## src/rtl/disp_scan_ctrl.sv

```systemverilog
// Scan-index generator and frame-synchronous shadow registers for a 4-digit
// seven-segment display, with per-digit blink applied to the blanking bits.
module disp_scan_ctrl #(
  parameter int DIV_W   = 17,
  parameter int BLINK_W = 25
) (
  input  logic        clk,
  input  logic        rst_n,
  input  logic        load,
  input  logic [15:0] hexs_in,
  input  logic [3:0]  point_in,
  input  logic [3:0]  les_in,
  input  logic [3:0]  blink_en_in,
  output logic [1:0]  Scan,
  output logic [15:0] Hexs,
  output logic [3:0]  point,
  output logic [3:0]  LES,
  output logic        busy,
  output logic        frame_tick
);

  localparam logic [DIV_W-1:0]   DIV_ONE   = 1;
  localparam logic [BLINK_W-1:0] BLINK_ONE = 1;

  logic [DIV_W-1:0]   div_cnt;
  logic [BLINK_W-1:0] blink_cnt;
  logic [3:0]         les_sh;
  logic [3:0]         blink_sh;
  logic [15:0]        pend_hexs;
  logic [3:0]         pend_point;
  logic [3:0]         pend_les;
  logic [3:0]         pend_blink;

  logic               dwell_end;
  logic               fb;
  logic               phase;
  logic [3:0]         nxt_les;
  logic [3:0]         nxt_blink;

  assign dwell_end = &div_cnt;
  assign fb        = dwell_end && (Scan == 2'd3);
  assign phase     = blink_cnt[BLINK_W-1];

  // LES is built from the post-edge shadow values so a new blanking pattern
  // appears on the same edge as the new digits.
  always_comb begin
    nxt_les   = les_sh;
    nxt_blink = blink_sh;
    if (fb && load) begin
      nxt_les   = les_in;
      nxt_blink = blink_en_in;
    end else if (fb && busy) begin
      nxt_les   = pend_les;
      nxt_blink = pend_blink;
    end
  end

  always_ff @(posedge clk or negedge rst_n) begin
    if (!rst_n) begin
      div_cnt    <= '0;
      blink_cnt  <= '0;
      Scan       <= 2'd0;
      Hexs       <= 16'h0000;
      point      <= 4'h0;
      les_sh     <= 4'hF;
      blink_sh   <= 4'h0;
      LES        <= 4'hF;
      busy       <= 1'b0;
      frame_tick <= 1'b0;
      pend_hexs  <= 16'h0000;
      pend_point <= 4'h0;
      pend_les   <= 4'h0;
      pend_blink <= 4'h0;
    end else begin
      div_cnt    <= div_cnt + DIV_ONE;
      blink_cnt  <= blink_cnt + BLINK_ONE;
      frame_tick <= fb;
      les_sh     <= nxt_les;
      blink_sh   <= nxt_blink;
      LES        <= nxt_les | (nxt_blink & {4{phase}});
      if (dwell_end)
        Scan <= Scan + 2'd1;

      if (fb) begin
        busy <= 1'b0;
        if (load) begin
          Hexs  <= hexs_in;
          point <= point_in;
        end else if (busy) begin
          Hexs  <= pend_hexs;
          point <= pend_point;
        end
      end else if (load) begin
        pend_hexs  <= hexs_in;
        pend_point <= point_in;
        pend_les   <= les_in;
        pend_blink <= blink_en_in;
        busy       <= 1'b1;
      end
    end
  end

endmodule

```

## config.mk

```make
export PLATFORM = sky130hd
export DESIGN_NAME = disp_scan_ctrl
export DESIGN_NICKNAME = d
export VERILOG_FILES = /design/src/rtl/disp_scan_ctrl.sv
export SDC_FILE = /design/constraint.sdc
export NUM_CORES = 1
export LEC_CHECK = 0
export CAP_MARGIN = 25
export CORE_ASPECT_RATIO = 1.25
export CORE_MARGIN = 8
export CORE_UTILIZATION = 35
export DETAILED_ROUTE_END_ITERATION = 12
export GPL_TIMING_DRIVEN = 0
export PLACE_DENSITY = 0.63
export SLEW_MARGIN = 20
export SYNTH_ARGS = -nofsm -noshare
export SYNTH_HDL_FRONTEND = slang
export SYNTH_SLANG_ARGS = --single-unit
```

## constraint.sdc

```tcl
create_clock -name clk -period 4.3 [get_ports clk]
set_input_delay 1.29 -clock clk [delete_from_list [all_inputs] [get_ports clk]]
set_output_delay 1.29 -clock clk [all_outputs]
set_load 0.02 [all_outputs]
```

==> results.py <==
metrics = {
    "drt": {
        "drt_wl_total_um": 9160,
        "via_count": 2917,
        "viasPerCell": 4.87,
        "drc": 0,
        "drt_pre_antenna_iters": 4,
        "antenna_left": 0,
        "wl_per_cell_um": 15.3,
        "drt_iter0_markers": 178,
    },
    "pwr": {
        "power.density_nw_per_um2": 371,
        "vdd_drop_max_v": 0.000191,
        "p_leak_nw": 2.62,
    },
    "placement": {
        "io_buffers": 58,
        "hpwl_um": 6340,
        "pre_cts_slack_ns": 1.36,
        "gp_congestion": 0.726,
    },
    "layout": {
        "fillers": 1162,
        "area_growth_pct": 25.4,
        "diodes": 0,
        "finalNetCount": 461,
        "utilization": 0.448,
        "drive_above_1_share": 0.155,
    },
    "status": {
        "outcome": "finished clean",
    },
    "yosys": {
        "yosys_most_used_dff": "dfrtp_1",
        "synth-xor-area-share": 0.0736,
        "synth_compound_area_frac": 0.0631,
        "synth.net_count": 391,
        "yosysWarnings": 0,
        "synth-edff-count": 0,
        "synth_cell_types": 30,
        "syn_area_um2": 4520,
        "postSynth.asyncResetShare": 1.00,
        "synth_top_family_by_area": "multiplexers",
        "synth.avg_cell_area_um2": 12.7,
        "syn_inst": 356,
        "yosys.area_share.simple": 0.102,
        "synth_seq_cells": 106,
        "ys_seq_area_frac": 0.589,
        "muxShareOfSynthArea": 0.133,
        "synth_fa_ha_area_frac": 0.0111,
    },
    "timing": {
        "maxClockFrequency_mhz": 347,
        "fin_ws_ns": 1.42,
        "tightest_slew_ns": 0.530,
        "period_share": 0.670,
        "setup-violations-final": 0,
        "slew_viol_final": 0,
        "finClkSkew_ns": 0.00816,
        "rsz0062_at_grt": "false",
        "finalCriticalPeriod_ns": 2.88,
        "slew_headroom": 0.644,
        "hold_violations": 0,
    },
    "critical_path": {
        "path_max_fanout": 10,
        "startpoint_type": "register",
        "crit_required_ns": 3.01,
        "cpPeakStageDelay_ns": 0.69,
        "crit_type": "register to primary output",
        "worstPathArrival_ns": 1.59,
        "critPathBufInv": 1,
        "path_cells": "clkdlybuf4s50_1",
        "path_delay_family": "buffers and inverters",
        "endpoint_kind": "primary output",
        "critPathSlowestCell": "clkdlybuf4s50_1",
    },
    "clock_network": {
        "cts-root-buf": "clkbuf_16",
        "cts.hold.buffers_added": 0,
        "clkLatencyLatePin_ns": 0.34,
        "numCtsBuffers": 9,
        "clock-sinks": 106,
        "cts_tree": "done",
        "cts_max_level": 3,
        "clk_pin_slew_worst_paths_ns": 0.07,
        "postCtsResizedCells": 0,
        "clk_path_buf_depth": 2,
        "postCtsSetupBuffers": 0,
    },
    "worst_hold_path": {
        "holdCritPathClass": "register to register",
    },
    "die": {
        "die_w_um": 118,
        "num_rows": 46,
        "core_um2": 12700,
        "die_height_um": 143,
        "io-pin-count": 59,
        "die-area_um2": 16800,
        "start_util": 0.357,
    },
    "global_route": {
        "grt_pass1_vias": 3130,
        "overflow": 0,
        "track_usage": 0.119,
        "grt_antenna_before_repair": 0,
        "grt_pass1_wl_um": 16200,
        "grt_max_degree": 64,
    },
    "run": {
        "max_cap_violations": 0,
    },
}
-- layout make-up --
cell class,instances,area (um^2),area share
clock inverter,6,88.8,0.0157
clock buffer,10,239,0.0422
buffer,14,105,0.0185
sequential,106,2660,0.470
inverter,5,18.8,0.00331
multi-input combinational,231,1730,0.306
timing repair buffer,59,609,0.108
tap,168,210,0.0371
-- per-stage QoR --
| step | hold WS (ns) | instance area, um^2 | power, mW | instances | setup TNS [ns] |
|---|---|---|---|---|---|
| 2_1_floorplan | 0.437 | 4520 | 1.15 | 356 | 0 |
| 3_3_place_gp | 0.452 | 5310 | 1.22 | 582 | -201.78 |
| 3_5_place_dp | 0.457 | 5340 | 1.23 | 583 | 0 |
| 4_1_cts | 0.469 | 5670 | 2.13 | 599 | 0 |
| 5_1_grt | 0.493 | 5670 | 2.18 | 599 | 0 |
| 6_report | 0.465 | 5670 | 2.10 | 599 | 0 |
-- flip-flops by register name, indices dropped and copies added (netlist names), 16 cells and up --
name and flops:
div_cnt 17, Hexs 16, blink_cnt 25, pend_hexs 16
-- final timing paths --
kind / startpoint / to / slack (ns) / depth (start not counted)
worst max-delay path: busy / busy / 1.42 / 1
min in group asynchronous: rst_n / pend_hexs[4] / 0.86 / 1
worst min register to register: div_cnt[12] / div_cnt[12] / 0.46 / 1
worst max register to register: div_cnt[0] / pend_hexs[11] / 1.47 / 10
max in group asynchronous: rst_n / LES[2] / 2.74 / 2
worst min-delay path: div_cnt[12] / div_cnt[12] / 0.46 / 1
-- routing by layer --
layer | vias up | global-route usage | routed length (um)
met1 | 1472 | 0.147 | 4090
li1 | 1379 | - | -
met4 | 0 | 0.0459 | 160
met5 | - | 0 | 0
met2 | 55 | 0.190 | 4400
met3 | 11 | 0.0371 | 513
-- Yosys cell counts, types with 3 or more instances --
master	n	share of area
xor2_1	13	0.025
and3_1	11	0.015
nand2_1	31	0.026
inv_1	5	0.0042
o21ai_0	29	0.032
clkbuf_1	5	0.0042
a21o_1	4	0.0066
mux2_4	20	0.066
dfstp_2	8	0.047
nand3_1	15	0.017
xnor2_1	25	0.048
buf_2	4	0.0044
nor2b_1	8	0.011
and4_1	3	0.0058
ha_1	4	0.011
nor2_1	9	0.0075
mux2_2	9	0.022
a31oi_1	8	0.011
mux2i_1	20	0.044
nand4_1	8	0.011
dfrtp_1	98	0.54
a22oi_1	8	0.013
-- cell usage in the layout (no fill, tap or decap), types with 4 or more instances in the layout --
master	synthesis	final
nand3_1	15	15
clkbuf_16	0	9
inv_1	5	5
mux2_2	9	9
dfrtp_1	98	98
a21o_1	4	4
a31oi_1	8	8
mux2i_1	20	20
a22oi_1	8	8
nor2_1	9	9
clkdlybuf4s50_1	0	57
nand4_1	8	8
xnor2_1	25	25
dfstp_2	8	8
ha_1	4	4
nor2b_1	8	8
and3_1	11	11
xor2_1	13	13
clkbuf_1	5	5
nand2_1	31	31
o21ai_0	29	29
buf_2	4	4
mux2_4	20	20
-- report_power, final --
part           switching (mW)  leakage [nW]  total (mW)  internal (mW)
clock network           0.362         0.155       0.889          0.527
logic                  0.0648          1.12       0.155         0.0901
registers              0.0186          1.34        1.06           1.04
total                   0.445          2.62        2.10           1.65
-- logic make-up after synthesis --
| logic type | after synthesis |
|---|---|
| xor+xnor | 38 |
| compound gates | 49 |
| mux | 49 |
| simple gates | 91 |
| buf+inv | 19 |
| fa+ha+maj | 4 |
| flops | 106 |
Power figures use the tool's default switching activity.
